**src/rtl/ctrl_pkg.sv**
```systemverilog
// Shared definitions for the processor control path: opcodes, ALU ops,
// multi-cycle states, instruction classes and the datapath control bundle.
package ctrl_pkg;

  localparam logic [5:0] OP_ADD = 6'd1;
  localparam logic [5:0] OP_LW  = 6'd2;
  localparam logic [5:0] OP_SUB = 6'd3;
  localparam logic [5:0] OP_SW  = 6'd4;
  localparam logic [5:0] OP_AND = 6'd5;
  localparam logic [5:0] OP_OR  = 6'd6;

  typedef enum logic [1:0] {ALU_ADD, ALU_SUB, ALU_AND, ALU_OR} aluop_e;

  typedef enum logic [3:0] {
    RST_IDLE, FETCH, DECODE, EXEC_R, EXEC_A, MEM, WB_R, WB_L, TRAP
  } state_e;

  typedef enum logic [1:0] {CLS_R, CLS_M_LOAD, CLS_M_STORE, CLS_ILLEGAL} class_e;

  typedef struct packed {
    logic       iord;
    logic       mem_read;
    logic       mem_write;
    logic       reg_dst;
    logic       mem_to_reg;
    logic       alu_src;
    logic       reg_write;
    logic [1:0] aluop;
  } ctrl_t;

  // Moore control word for the state being entered; IRWrite/PCWrite are not
  // here because they depend on mem_ready in the same cycle.
  function automatic ctrl_t ctrl_for(state_e s, logic [1:0] cls, logic [1:0] alu);
    ctrl_t c;
    c = '0;
    case (s)
      FETCH:  c.mem_read = 1'b1;
      EXEC_R: c.aluop = alu;
      EXEC_A: c.alu_src = 1'b1;
      MEM: begin
        c.iord      = 1'b1;
        c.mem_read  = (cls == CLS_M_LOAD);
        c.mem_write = (cls == CLS_M_STORE);
      end
      WB_R: begin
        c.reg_dst   = 1'b1;
        c.reg_write = 1'b1;
        c.aluop     = alu;
      end
      WB_L: begin
        c.mem_to_reg = 1'b1;
        c.reg_write  = 1'b1;
      end
      default: c = '0;
    endcase
    return c;
  endfunction

endpackage

```
**src/rtl/opcode_class_decode.sv**
```systemverilog
// Combinational opcode classifier shared by the single- and multi-cycle paths.
module opcode_class_decode
  import ctrl_pkg::*;
(
  input  logic [5:0] opcode,
  output logic [1:0] cls,
  output logic [1:0] alu_op
);

  always_comb begin
    cls    = CLS_ILLEGAL;
    alu_op = ALU_ADD;
    case (opcode)
      OP_ADD: cls = CLS_R;
      OP_SUB: begin cls = CLS_R; alu_op = ALU_SUB; end
      OP_AND: begin cls = CLS_R; alu_op = ALU_AND; end
      OP_OR:  begin cls = CLS_R; alu_op = ALU_OR;  end
      OP_LW:  cls = CLS_M_LOAD;
      OP_SW:  cls = CLS_M_STORE;
      default: cls = CLS_ILLEGAL;
    endcase
  end

endmodule

```
**src/rtl/multicycle_controller.sv**
```systemverilog
// Multi-cycle control sequencer: fetch/decode/execute/memory/writeback over a
// shared single-port memory with a bounded memory wait and sticky error flags.
module multicycle_controller
  import ctrl_pkg::*;
#(
  parameter int MEM_TIMEOUT = 16,
  parameter int CNT_W       = 16
) (
  input  logic             clk,
  input  logic             reset_n,
  input  logic [5:0]       opcode,
  input  logic             mem_ready,
  output logic             PCWrite,
  output logic             IRWrite,
  output logic             IorD,
  output logic             MemRead,
  output logic             MemWrite,
  output logic             RegDst,
  output logic             MemToReg,
  output logic             ALUSrc,
  output logic             RegWrite,
  output logic [1:0]       ALUop,
  output logic             illegal_op,
  output logic             bus_error,
  output logic [CNT_W-1:0] retired
);

  localparam int WAIT_W = $clog2(MEM_TIMEOUT + 1);

  state_e            state, nxt;
  ctrl_t             ctrl_q, ctrl_d;
  logic [5:0]        op_q, op_d;
  logic [1:0]        cls_d, alu_d;
  logic [WAIT_W-1:0] wait_q;
  logic              mem_phase, wait_hit, retire;

  // DECODE classifies the live opcode; every later state uses the latched copy.
  assign op_d = (state == DECODE) ? opcode : op_q;

  opcode_class_decode u_dec (.opcode(op_d), .cls(cls_d), .alu_op(alu_d));

  assign mem_phase = (state == FETCH) || (state == MEM);
  // A ready in the final allowed cycle still completes the access.
  assign wait_hit  = mem_phase && !mem_ready && (wait_q == WAIT_W'(MEM_TIMEOUT - 1));

  always_comb begin
    nxt    = state;
    retire = 1'b0;
    case (state)
      RST_IDLE: nxt = FETCH;
      FETCH:
        if (mem_ready)     nxt = DECODE;
        else if (wait_hit) nxt = TRAP;
      DECODE:
        case (cls_d)
          CLS_R:                   nxt = EXEC_R;
          CLS_M_LOAD, CLS_M_STORE: nxt = EXEC_A;
          default:                 nxt = TRAP;
        endcase
      EXEC_R: nxt = WB_R;
      EXEC_A: nxt = MEM;
      MEM:
        if (mem_ready) begin
          if (cls_d == CLS_M_LOAD) nxt = WB_L;
          else begin
            nxt    = FETCH;
            retire = 1'b1;
          end
        end else if (wait_hit) nxt = TRAP;
      WB_R, WB_L: begin
        nxt    = FETCH;
        retire = 1'b1;
      end
      TRAP:    nxt = TRAP;
      default: nxt = TRAP;
    endcase
    ctrl_d = ctrl_for(nxt, cls_d, alu_d);
  end

  always_ff @(posedge clk or negedge reset_n) begin
    if (!reset_n) begin
      state  <= RST_IDLE;
      ctrl_q <= '0;
    end else begin
      state  <= nxt;
      ctrl_q <= ctrl_d;
    end
  end

  always_ff @(posedge clk or negedge reset_n) begin
    if (!reset_n)             op_q <= '0;
    else if (state == DECODE) op_q <= opcode;
  end

  // Zero outside FETCH/MEM, so it is always clear on entry to either.
  always_ff @(posedge clk or negedge reset_n) begin
    if (!reset_n)                    wait_q <= '0;
    else if (mem_ready || !mem_phase) wait_q <= '0;
    else                             wait_q <= wait_q + WAIT_W'(1);
  end

  always_ff @(posedge clk or negedge reset_n) begin
    if (!reset_n)    retired <= '0;
    else if (retire) retired <= retired + CNT_W'(1);
  end

  always_ff @(posedge clk or negedge reset_n) begin
    if (!reset_n) begin
      illegal_op <= 1'b0;
      bus_error  <= 1'b0;
    end else begin
      if (state == DECODE && nxt == TRAP) illegal_op <= 1'b1;
      if (wait_hit)                       bus_error  <= 1'b1;
    end
  end

  assign PCWrite  = (state == FETCH) && mem_ready;
  assign IRWrite  = (state == FETCH) && mem_ready;
  assign IorD     = ctrl_q.iord;
  assign MemRead  = ctrl_q.mem_read;
  assign MemWrite = ctrl_q.mem_write;
  assign RegDst   = ctrl_q.reg_dst;
  assign MemToReg = ctrl_q.mem_to_reg;
  assign ALUSrc   = ctrl_q.alu_src;
  assign RegWrite = ctrl_q.reg_write;
  assign ALUop    = ctrl_q.aluop;

endmodule

```
**config.mk**
```make
export PLATFORM = sky130hd
export DESIGN_NAME = multicycle_controller
export DESIGN_NICKNAME = d
export VERILOG_FILES = /design/src/rtl/ctrl_pkg.sv /design/src/rtl/opcode_class_decode.sv /design/src/rtl/multicycle_controller.sv
export SDC_FILE = /design/constraint.sdc
export NUM_CORES = 1
export LEC_CHECK = 0
export BUFFER_PORTS_ARGS = -buffer_cell sky130_fd_sc_hd__clkbuf_2
export CORE_MARGIN = 4
export CORE_UTILIZATION = 54
export CTS_CLUSTER_DIAMETER = 150
export CTS_CLUSTER_SIZE = 25
export DETAILED_ROUTE_END_ITERATION = 6
export MAX_ROUTING_LAYER = met4
export PLACE_DENSITY = 0.89
export SYNTH_ARGS = -nofsm -noshare
export SYNTH_HDL_FRONTEND = slang
export SYNTH_HIERARCHICAL = 1
export SYNTH_SLANG_ARGS = --single-unit
```
**constraint.sdc**
```tcl
create_clock -name clk -period 3.79 [get_ports clk]
set_input_delay 0.5685 -clock clk [delete_from_list [all_inputs] [get_ports clk]]
set_output_delay 0.5685 -clock clk [all_outputs]
set_load 0.03 [all_outputs]
```
# Word-level counts from Yosys, hierarchy flattened
# Index checks and enable logic that the tools add are counted.
# word_totals
reg_bits,42
in_bits,9
output_inout_bits,29
# classes
n_addsub,2
n_eq_ne,23
muxes,21
n_reduce_logical,16
# op_table
cell,n
4-bit by 3-bit == test with 1-bit output (second input constant),8
4-bit one-hot mux with 6 select lines,1
6-bit by 3-bit == test with 1-bit output (second input constant),3
16-bit by 1-bit adder with 16-bit output (second input constant),1
4-bit by 2-bit == test with 1-bit output (second input constant),3
6-bit by 2-bit == test with 1-bit output (second input constant),2
4-bit two-way mux,3
2-bit one-hot mux with 3 select lines,2
4-bit by 1-bit == test with 1-bit output (second input constant),2
1-bit two-way mux,8
4-bit one-hot mux with 2 select lines,1
2-bit OR reduction,4
6-bit by 1-bit == test with 1-bit output (second input constant),1
6-bit two-way mux,1
5-bit by 1-bit adder with 5-bit output (second input constant),1
5-bit by 4-bit == test with 1-bit output (second input constant),1
5-bit two-way mux,1
4-bit == test (second input constant),1
1-bit logical AND,4
4-bit logical NOT,1
1-bit one-hot mux with 2 select lines,2
4-bit OR reduction,1
3-bit two-way mux,1
3-bit OR reduction,1
6 further kinds,8

# Logic depth before layout (Yosys ltp)
# Gate-level depths: netlist of run 1.
# logic_depth
depth_word,12
mapped_depth,12

# Modules after synthesis
# Netlist of run 1, hierarchy kept.
# by_module_without_submodules
mod,instances,cells_each,area_each_um2
multicycle_controller,1,164,1955.6
opcode_class_decode,1,8,60.1

# Worst setup path before layout of run 1
# No wires, ideal clock.
# synth_path
path_type,register to register
start,register state[2]
end,register retired[13]
setup_ps,133
arrival_ps,3019
slack_ps,638
stages_incl_launch_ff,11
n_path_buf,1
period_less_slack_ps,3152
cell_sequence,dfrtp_1 > buf_2 > nor4b_4 > mux2_2 > nor3_2 > o211ai_1 > ha_1 > nand3b_2 > a2111oi_4 > nand4_1 > xnor2_1
# synth_via
elab_chain_len,9
elab_cells_between_ends,18
cone_classes,eq/ne (11); mux (5); reduce/logical (2)
# synth_rtl
item,line,rtl
from (decl),multicycle_controller.sv:30,"state_e state, nxt;"
from (signal assigned),multicycle_controller.sv:85,state <= nxt;
4-bit by 2-bit == test with 1-bit output *,multicycle_controller.sv:38,assign op_d = (state == DECODE) ? opcode : op_q;
6-bit two-way mux *,--,
named net op_d[3],multicycle_controller.sv:32,"logic [5:0] op_q, op_d;"
6-bit by 1-bit == test with 1-bit output (tied with other cells),opcode_class_decode.sv:13,case (opcode)
4-bit OR reduction (no line),--,
2-bit one-hot mux with 3 select lines *,opcode_class_decode.sv:13,
named net cls_d[0],multicycle_controller.sv:33,"logic [1:0] cls_d, alu_d;"
2-bit by 1-bit == test with 1-bit output *,multicycle_controller.sv:64,if (cls_d == CLS_M_LOAD) nxt = WB_L;
1-bit two-way mux *,multicycle_controller.sv:64,
1-bit two-way mux *,multicycle_controller.sv:63,if (mem_ready) begin
1-bit one-hot mux with 2 select lines *,multicycle_controller.sv:49,case (state)
to (signal assigned),multicycle_controller.sv:104,else if (retire) retired <= retired + CNT_W'(1);
to (decl),multicycle_controller.sv:25,output logic [CNT_W-1:0] retired
# The timed path passes the listed nets; every way through them passes the cells marked *.
# A chain may end at the register's enable or synchronous reset.

# Worst setup path in the final report of run 1
# layout_path
start,register state[2]
end,register retired[9]
# Same word-level chain as after synthesis.

==> results_dict.tcl, run 1 <==
set metrics [dict create \
    finalHoldViolCount 0 \
    core_um2 3470 \
    min_period_over_period 0.921 \
    ctsResizeCount 0 \
    avgRoutedWirePerCell_um 14.7 \
    vias 1429 \
    antenna_found_initial 0 \
    worst_pin_slew_ns 0.993 \
    async_flop_share 1.00 \
    synth_edf_count 0 \
    ant_nets 0 \
    p_leak_uw 0.00112 \
    wl_mm 3.82 \
    fin_crit_ns 3.49 \
    clock_skew_ns 0.00624 \
    holdCritPathClass "input port to async pin" \
    finalSetupViolCount 0 \
    port_buffers 37 \
    first_iter_violations 66 \
    hpwlAfterDp_mm 2.84 \
    die-width_um 69.1 \
    cts_buffers 5 \
    tns_ns 0 \
    slowest_delay_ns 0.54 \
    n_fill_cell 297 \
    gr-usage-met3 0.0465 \
    slew_violations 0 \
    path_max_fanout 10 \
    dominantRegCellSynth "dfrtp_1" \
    die_h_um 69.1 \
    p_per_area_nw_per_um2 627 \
    area_growth_pct 15.8 \
    die-area_um2 4770 \
    gp_congestion 0.940 \
    start_kind "flip-flop" \
    synth-seq-cells 42 \
    use_met1 0.206 \
    cts_buffer_depth 2 \
    whs_ns 0.425 \
    cts_hold_buf 0 \
    rsz0062_at_grt "no" \
    cts_tree "built" \
    worstPathArrival_ns 3.71 \
    avgSynthCellArea_um2 11.7 \
    crit_slowest_cell "nor4b_4" \
    boundaryPins 38 \
    drv_cap 0 \
    vias_per_cell 5.52 \
    cts.sinks 42 \
    track_usage 0.178 \
    grt_pass1_vias 1403 \
    slew-limit-headroom 0.338 \
    clk_pin_slew_worst_paths_ns 0.08 \
    required_ns 4.01 \
    drive_above_1_share 0.296 \
    start_util 0.581 \
    synth-seq-area-share 0.521 \
    clk_latency_ns 0.29 \
    nets 228 \
    yosys_warnings 6 \
    peakVddDrop_mv 0.305 \
    grt_busiest_layer "met2" \
    met2_usage 0.302 \
    path_buf_inv 0 \
    fmax_mhz 287 \
    clock-root-buffer "clkbuf_8" \
    grt_first_pass_wirelength_mm 6.62 \
    drt_drc_violations_left 0 \
    firstDrtPassIters 4 \
    cts.htree.levels 2 \
    path_cells "nor4b_4, mux2_2, nor3_2, o211ai_1, ha_1, nand3b_2, a2111oi_4, and3_1, xor2_1" \
    grt_max_degree 43 \
    status "complete, no violations" \
    path_class "flip-flop to flip-flop" \
    globalRoute.totalOverflow 0 \
    synth_nets 188 \
    syn_inst 172 \
    antennaDiodeCount 0 \
    synth_area_um2 2020 \
    cp_top_family "simple AND/OR/NAND/NOR gates" \
    post_cts_buffers 0 \
    synth.distinct_cells 37 \
    critPathCaptureType "flip-flop" \
    rows 21 \
]
==> metrics by stage <==
stage	power [µW]	instances	util	instance area [µm²]	setup WS [ns]
finish	1460	259	0.673	2330	0.301
global placement	1100	251	0.642	2230	0.438
floorplan	1010	172	-	2020	0.638
global route	1550	259	0.673	2330	0.0376
CTS	1480	259	0.673	2330	0.302
detailed placement	1130	251	0.642	2230	0.310
==> sequential cells by signal, indices dropped and copies added, names as in the netlist <==
signal,flops
RegDst,1
wait_q,5
IorD,1
bus_error,1
RegWrite,1
MemWrite,1
MemToReg,1
ALUSrc,1
MemRead,1
illegal_op,1
op_q,6
ALUop,2
retired,16
state,4
==> cells by family after synthesis <==
kind of cell,after synthesis,share of synthesized area
AND/OR/NAND/NOR,60,0.175
flip-flops,42,0.521
AO/OA/AOI/OAI,24,0.104
XOR/XNOR,19,0.0826
buffers and inverters,13,0.0348
multiplexers,7,0.0391
adder cells (fa/ha/maj),7,0.0434
==> cell type report <==
| class | count | area [µm²] | area share |
|---|---|---|---|
| multi-input combinational | 117 | 895 | 0.383 |
| timing repair buffer | 38 | 193 | 0.0825 |
| inverter | 8 | 30.0 | 0.0129 |
| clock buffer | 5 | 68.8 | 0.0295 |
| tap | 46 | 57.6 | 0.0247 |
| sequential | 42 | 1050 | 0.450 |
| clock inverter | 3 | 40.0 | 0.0171 |
==> worst register-to-register path, delay by kind of cell, from the launching register on <==
family | cells | cell delay (ns)
XOR/XNOR | 1 | 0.14
multiplexers | 1 | 0.42
adder cells (fa/ha/maj) | 1 | 0.30
AO/OA/AOI/OAI | 2 | 0.71
AND/OR/NAND/NOR | 4 | 1.36
flip-flops | 1 | 0.50
==> layer usage <==
layer | share of wire | vias to the layer above | wire, µm
li1 | - | 678 | -
met1 | 0.40 | 699 | 1530
met2 | 0.52 | 46 | 1980
met3 | 0.067 | 6 | 257
met4 | 0.014 | 0 | 53
met5 | 0 | - | 0
==> cells in the mapped netlist (2+ instances only) <==
| cell | instances | area share |
|---|---|---|
| and3_1 | 6 | 0.019 |
| o21ai_0 | 3 | 0.0074 |
| buf_2 | 2 | 0.0050 |
| mux2_2 | 7 | 0.039 |
| a21oi_1 | 2 | 0.0050 |
| dfrtp_1 | 42 | 0.52 |
| ha_1 | 7 | 0.043 |
| xnor2_1 | 12 | 0.052 |
| o21ai_1 | 3 | 0.0074 |
| buf_6 | 2 | 0.011 |
| nor2b_1 | 3 | 0.0093 |
| o211ai_1 | 2 | 0.0074 |
| a31o_2 | 2 | 0.0087 |
| inv_1 | 7 | 0.013 |
| nand3_1 | 7 | 0.017 |
| nand2_1 | 14 | 0.026 |
| a21o_1 | 2 | 0.0074 |
| xor2_1 | 7 | 0.030 |
| a2111oi_4 | 2 | 0.027 |
| nor3_1 | 5 | 0.012 |
| nor2_1 | 10 | 0.019 |
| nand4_1 | 6 | 0.019 |
| o31ai_1 | 2 | 0.0074 |
| nand2b_1 | 4 | 0.012 |
==> path summary, 6_finish.rpt <==
kind                            startpoint         end  slack, ns  depth (start not counted)
worst min-delay path               reset_n      ALUSrc       0.43                          1
worst min register to register   wait_q[0]   wait_q[0]       0.47                          1
worst max register to register    state[2]  retired[9]       0.30                          9
min in group clk                 wait_q[0]   wait_q[0]       0.47                          1
max in group asynchronous          reset_n      RegDst       2.75                          1
worst max-delay path              state[2]  retired[9]       0.30                          9
==> cell usage in the layout (no fill, tap or decap), drive strengths merged, types with 2 or more instances in the layout <==
cell,synthesis,routed
a2111oi,2,2
a21o,2,2
a21oi,2,2
a31o,2,2
and3,6,6
clkbuf,0,42
clkinv,0,2
dfrtp,42,42
ha,7,7
inv,8,8
mux2,7,7
nand2,14,14
nand2b,4,4
nand3,7,7
nand4,6,6
nor2,10,10
nor2b,3,3
nor3,6,6
nor4b,2,2
o211ai,2,2
o21ai,6,6
o31ai,2,2
xnor2,12,12
xor2,7,7
==> power by group <==
part	switching [µW]	total, µW	internal (µW)
registers	71.9	598	526
clock network	148	341	194
logic	333	524	191
total	552	1460	911
Power figures use the tool's default switching activity.
==> run 2: changes to the inputs <==
--- a/config.mk
+++ b/config.mk
@@ -12,7 +12,7 @@
 export CTS_CLUSTER_SIZE = 25
 export DETAILED_ROUTE_END_ITERATION = 6
 export MAX_ROUTING_LAYER = met4
-export PLACE_DENSITY = 0.89
+export PLACE_DENSITY = 0.76
 export SYNTH_ARGS = -nofsm -noshare
 export SYNTH_HDL_FRONTEND = slang
 export SYNTH_HIERARCHICAL = 1
==> results_dict.tcl, run 2 (synthesis gave the netlist of run 1 again) <==
set metrics [dict create \
    fin_crit_ns 3.48 \
    final_common_cell "dfrtp_1" \
    antenna_found_initial 0 \
    dpl.cell_count 250 \
    fmax_mhz 287 \
    p_leak_uw 0.00111 \
    worst_pin_slew_ns 1.01 \
    peakVddDrop_mv 0.330 \
    track_usage 0.180 \
    rsz0062_at_grt "no" \
    instances_no_fill 258 \
    boundaryPins 38 \
    finalHoldViolCount 0 \
    path_max_fanout 10 \
    ant_nets 0 \
    grt_first_pass_wirelength_mm 6.85 \
    drive_above_1_share 0.292 \
    vias 1417 \
    wl_mm 3.79 \
    slowest_delay_ns 0.56 \
    critPathCaptureType "flip-flop" \
    min_period_over_period 0.918 \
    cts.htree.levels 2 \
    start_kind "flip-flop" \
    crit_slowest_cell "nor4b_4" \
    slew-limit-headroom 0.325 \
    globalRoute.totalOverflow 0 \
    nets 227 \
    drv_cap 0 \
    start_util 0.581 \
    area_growth_pct 14.8 \
    post_cts_buffers 0 \
    first_iter_violations 57 \
    required_ns 4.01 \
    grt_busiest_layer "met2" \
    top_regs "retired x16, op_q x6, wait_q x5" \
    cts_buffers 5 \
    cts_tree "built" \
    gp_congestion 0.846 \
    use_met1 0.212 \
    worstPathArrival_ns 3.70 \
    clock-root-buffer "clkbuf_8" \
    layout_common_cells "42 x dfrtp_1, 37 x clkbuf_2, 14 x nand2_1" \
    top_register "retired" \
    grt_pass1_vias 1447 \
    grt_max_degree 43 \
    clk_latency_ns 0.29 \
    slew_violations 0 \
    port_buffers 37 \
    cts_buffer_depth 2 \
    clock_skew_ns 0.00775 \
    path_class "flip-flop to flip-flop" \
    p_per_area_nw_per_um2 608 \
    die-area_um2 4770 \
    finalSetupViolCount 0 \
    power_uw 1410 \
    cts_hold_buf 0 \
    ctsResizeCount 0 \
    rows 21 \
    die_h_um 69.1 \
    met2_usage 0.296 \
    path_cells "nor4b_4, mux2_2, nor3_2, o211ai_1, ha_1, nand3b_2, a2111oi_4, and3_1, xor2_1" \
    vias_per_cell 5.49 \
    firstDrtPassIters 4 \
    die-width_um 69.1 \
    clk_pin_slew_worst_paths_ns 0.08 \
    gr-usage-met3 0.0538 \
    cts.sinks 42 \
    tns_ns 0 \
    holdCritPathClass "input port to async pin" \
    avgRoutedWirePerCell_um 14.7 \
    largest_register_ffs 16 \
    hpwlAfterDp_mm 2.81 \
    drt_drc_violations_left 0 \
    antennaDiodeCount 0 \
    core_um2 3470 \
    status "complete, no violations" \
]
==> run 2: cell types whose count changed in the layout (fill, tap and decap cells not counted) <==
cell	previous run	this run
clkinv_2	2	1
buf_4	1	0
clkinvlp_4	0	1
bufinv_16	1	0
clkbuf_8	5	6
==> run 2: metrics by stage <==
stage | area (µm²) | hold slack, ns | worst slack [ns] | util
after CTS | 2310 | 0.466 | 0.313 | 0.667
after floorplan | 2020 | 0.273 | 0.638 | -
final | 2310 | 0.436 | 0.310 | 0.667
after global placement | 2220 | 0.445 | 0.443 | 0.640
after global routing | 2310 | 0.510 | 0.113 | 0.667
after detailed placement | 2220 | 0.461 | 0.340 | 0.640
==> run 2: worst max-delay path, delay by kind of cell (launching register included) <==
kind,cells,cell delay [ns]
AOI/OAI and AO/OA,2,0.71
xor gates and xnor gates,1,0.15
adders and majority gates,1,0.28
DFF,1,0.50
muxes,1,0.41
and+or+nand+nor,4,1.36
==> run 2: final timing paths <==
check                          start          to  slack (ns)  depth (start not counted)
min in group clk           bus_error   bus_error        0.47                          1
max in group asynchronous    reset_n     op_q[0]        2.72                          1
hold / removal               reset_n   bus_error        0.44                          1
setup / recovery            state[2]  retired[9]        0.31                          9
setup reg to reg            state[2]  retired[9]        0.31                          9
hold reg to reg            bus_error   bus_error        0.47                          1
==> run 2: cell type report <==
cell class,instances,area [µm²]
well taps,46,57.6
clock buffers,6,82.6
flip-flops and latches,42,1050
fillers,271,1150
multi-input cells,117,895
clock inverters,2,12.5
repair buffers,37,185
inverters,8,30.0
==> run 2: per-layer routing <==
metal | vias to the layer above | routed length, µm
li1 | 680 | -
met1 | 694 | 1580
met2 | 37 | 1960
met3 | 6 | 186
met4 | 0 | 52
met5 | - | 0
==> run 2: report_power, final <==
group	total, µW	switching [µW]	internal (µW)
clock	298	151	146
sequential	608	82.4	526
combinational	501	320	181
==> run 3: changes to the inputs <==
--- a/config.mk
+++ b/config.mk
@@ -7,13 +7,13 @@
 export LEC_CHECK = 0
 export BUFFER_PORTS_ARGS = -buffer_cell sky130_fd_sc_hd__clkbuf_2
 export CORE_MARGIN = 4
-export CORE_UTILIZATION = 54
+export CORE_UTILIZATION = 55
 export CTS_CLUSTER_DIAMETER = 150
 export CTS_CLUSTER_SIZE = 25
 export DETAILED_ROUTE_END_ITERATION = 6
 export MAX_ROUTING_LAYER = met4
-export PLACE_DENSITY = 0.76
+export PLACE_DENSITY = 0.77
+export RECOVER_POWER = 25
 export SYNTH_ARGS = -nofsm -noshare
 export SYNTH_HDL_FRONTEND = slang
-export SYNTH_HIERARCHICAL = 1
 export SYNTH_SLANG_ARGS = --single-unit
==> results_dict.tcl, run 3 <==
set metrics [dict create \
    status "finished with violations" \
    violations "capacitance limit, slew limit" \
    vias 1503 \
    grt_max_degree 43 \
    p_switching_uw 464 \
    slew-limit-headroom -0.408 \
    min_from "wait_q[0]" \
    synth-seq-cells 42 \
    die-width_um 69.2 \
    avgRoutedWirePerCell_um 14.5 \
    multiInputGateArea_um2 933 \
    required_ns 4.00 \
    tns_ns 0 \
    avgSynthCellArea_um2 10.7 \
    track_usage 0.187 \
    cp_num_cells 11 \
    boundaryPins 38 \
    slowest_delay_ns 0.53 \
    worstPathArrival_ns 3.38 \
    largest_register_ffs 16 \
    die-area_um2 4790 \
    finalHoldViolCount 0 \
    antenna_found_initial 0 \
    yosysMostFrequentCell "dfrtp_1" \
    grt_first_pass_wirelength_mm 7.07 \
    synth.area.mux_share 0.0383 \
    p_per_area_nw_per_um2 538 \
    clock_skew_ns 0.00449 \
    ys_top_cells_by_count "42 x dfrtp_1, 19 x nor2_1, 15 x nand2_1, 14 x xor2_1, 9 x inv_1" \
    nets 245 \
    hpwlAfterDp_mm 3.14 \
    fmax_mhz 316 \
    instances_no_fill 277 \
    peakVddDrop_mv 0.297 \
    synth_compound_area_frac 0.0880 \
    worst_pin_slew_ns 2.11 \
    start_kind "flip-flop" \
    post_cts_buffers 0 \
    drive_above_1_share 0.247 \
    first_iter_violations 90 \
    grt_pass1_vias 1525 \
    dpl.cell_count 269 \
    cts_tree "built" \
    gp_congestion 0.963 \
    register_area_um2 1050 \
    synth_top_area_share 0.510 \
    n_fill_cell 291 \
    synth_fa_ha_area_frac 0.0364 \
    synth_area_um2 2060 \
    p_leak_uw 0.00114 \
    path_max_fanout 10 \
    wl_mm 4.02 \
    clk_pin_slew_worst_paths_ns 0.08 \
    area_growth_pct 14.8 \
    timing.rr.end "retired[11]" \
    yosys.area_share.simple 0.197 \
    ctsResizeCount 0 \
    p_comb_frac 0.282 \
    rsz0062_at_grt "no" \
    crit_slowest_cell "dfrtp_1" \
    layout_common_cells "42 x dfrtp_1, 36 x clkbuf_2, 19 x nor2_1" \
    path_buf_inv 0 \
    yosys.area_share.xor_xnor 0.0935 \
    cts.sinks 42 \
    r2r_slack_ns 0.62 \
    clk_latency_ns 0.29 \
    rows 21 \
    min_period_over_period 0.835 \
    async_flop_share 1.00 \
    syn_inst 192 \
    pwr-share-seq 0.490 \
    dominantRegCellSynth "dfrtp_1" \
    drt_drc_violations_left 0 \
    port_buffers 37 \
    antennaDiodeCount 0 \
    synth-seq-area-share 0.510 \
    critPathCaptureType "flip-flop" \
    cts_buffer_depth 2 \
    endpoint "retired[11]" \
    top_register "retired" \
    slew_violations 43 \
    top_regs "retired x16, op_q x6, wait_q x5" \
    vias_per_cell 5.43 \
    yosys.area.top_type "dfrtp_1" \
    yosys_warnings 0 \
    cp_top_family "simple AND/OR/NAND/NOR gates" \
    p_int_uw 809 \
    utilization 0.682 \
    globalRoute.totalOverflow 0 \
    synth.distinct_cells 43 \
    drv_cap 1 \
    holdCritPathClass "flip-flop to flip-flop" \
    synth_nets 207 \
    start_util 0.594 \
    synth_edf_count 0 \
    ant_nets 0 \
    cts_buffers 5 \
    core_um2 3470 \
    cts.htree.levels 2 \
    synth_top_family_by_area "simple AND/OR/NAND/NOR gates" \
    firstDrtPassIters 4 \
    finalSetupViolCount 0 \
    clkPwrFrac 0.229 \
    path_cells "nor4b_4, or4_4, nor2_1, a32oi_1, nor2_1, ha_1, nand3b_1, a21oi_2, nand3_1, nor3_1, xor2_1" \
    die_h_um 69.2 \
    worstRegToRegCells 11 \
    r2r-start "state[2]" \
    final_common_cell "dfrtp_1" \
    crit_start "state[2]" \
    netlist_top_cells_area "dfrtp_1 51%, xor2_1 6.0%, ha_1 3.6%" \
    fin_crit_ns 3.17 \
    worst_path_most_repeated_cell "nor2_1" \
    path_class "flip-flop to flip-flop" \
    swShare 0.365 \
    clock-root-buffer "clkbuf_8" \
    cts_hold_buf 0 \
]
run 3: power groups by stage:
stage	Sequential, µW	Clock [µW]	Combinational, µW
6_report	624	291	359
4_1_cts	621	298	362
3_5_place_dp	629	0	361
3_3_place_gp	623	0	349
5_1_grt	632	322	393
2_1_floorplan	651	0	234
run 3: layer usage:
layer | GRT usage | wire length (µm) | vias to the layer above
li1 | - | - | 730
met3 | 0.0493 | 177 | 7
met1 | 0.239 | 1790 | 725
met2 | 0.294 | 1990 | 41
met5 | - | 0 | -
met4 | 0.0542 | 64 | 0
run 3: layout make-up:
cell class	count	area share
flip-flops and latches	42	0.444
clock inverters	2	0.00529
well taps	46	0.0243
multi-input cells	133	0.395
inverters	10	0.0159
repair buffers	38	0.0809
clock buffers	6	0.0349
run 3: stage by stage:
step                worst slack (ns)  total power [µW]  hold slack (ns)  area, µm²
detailed placement             0.624               990            0.454       2270
CTS                            0.604              1280            0.466       2370
global placement               0.736               972            0.453       2270
floorplan                       1.09               884            0.273       2060
global route                   0.245              1350            0.491       2370
finish                         0.624              1270            0.472       2370
run 3: worst min-delay path by stage:
stage	end	depth (start not counted)
3_5_place_dp	illegal_op	1
4_1_cts	wait_q[4]	1
3_3_place_gp	wait_q[0]	1
2_1_floorplan	ALUSrc	0
5_1_grt	illegal_op	1
6_report	wait_q[0]	1
run 3: cell families after synthesis:
group,Yosys count
xor+xnor,22
compound gates,24
mux,7
fa+ha+maj,6
flops,42
simple gates,74
buf+inv,17
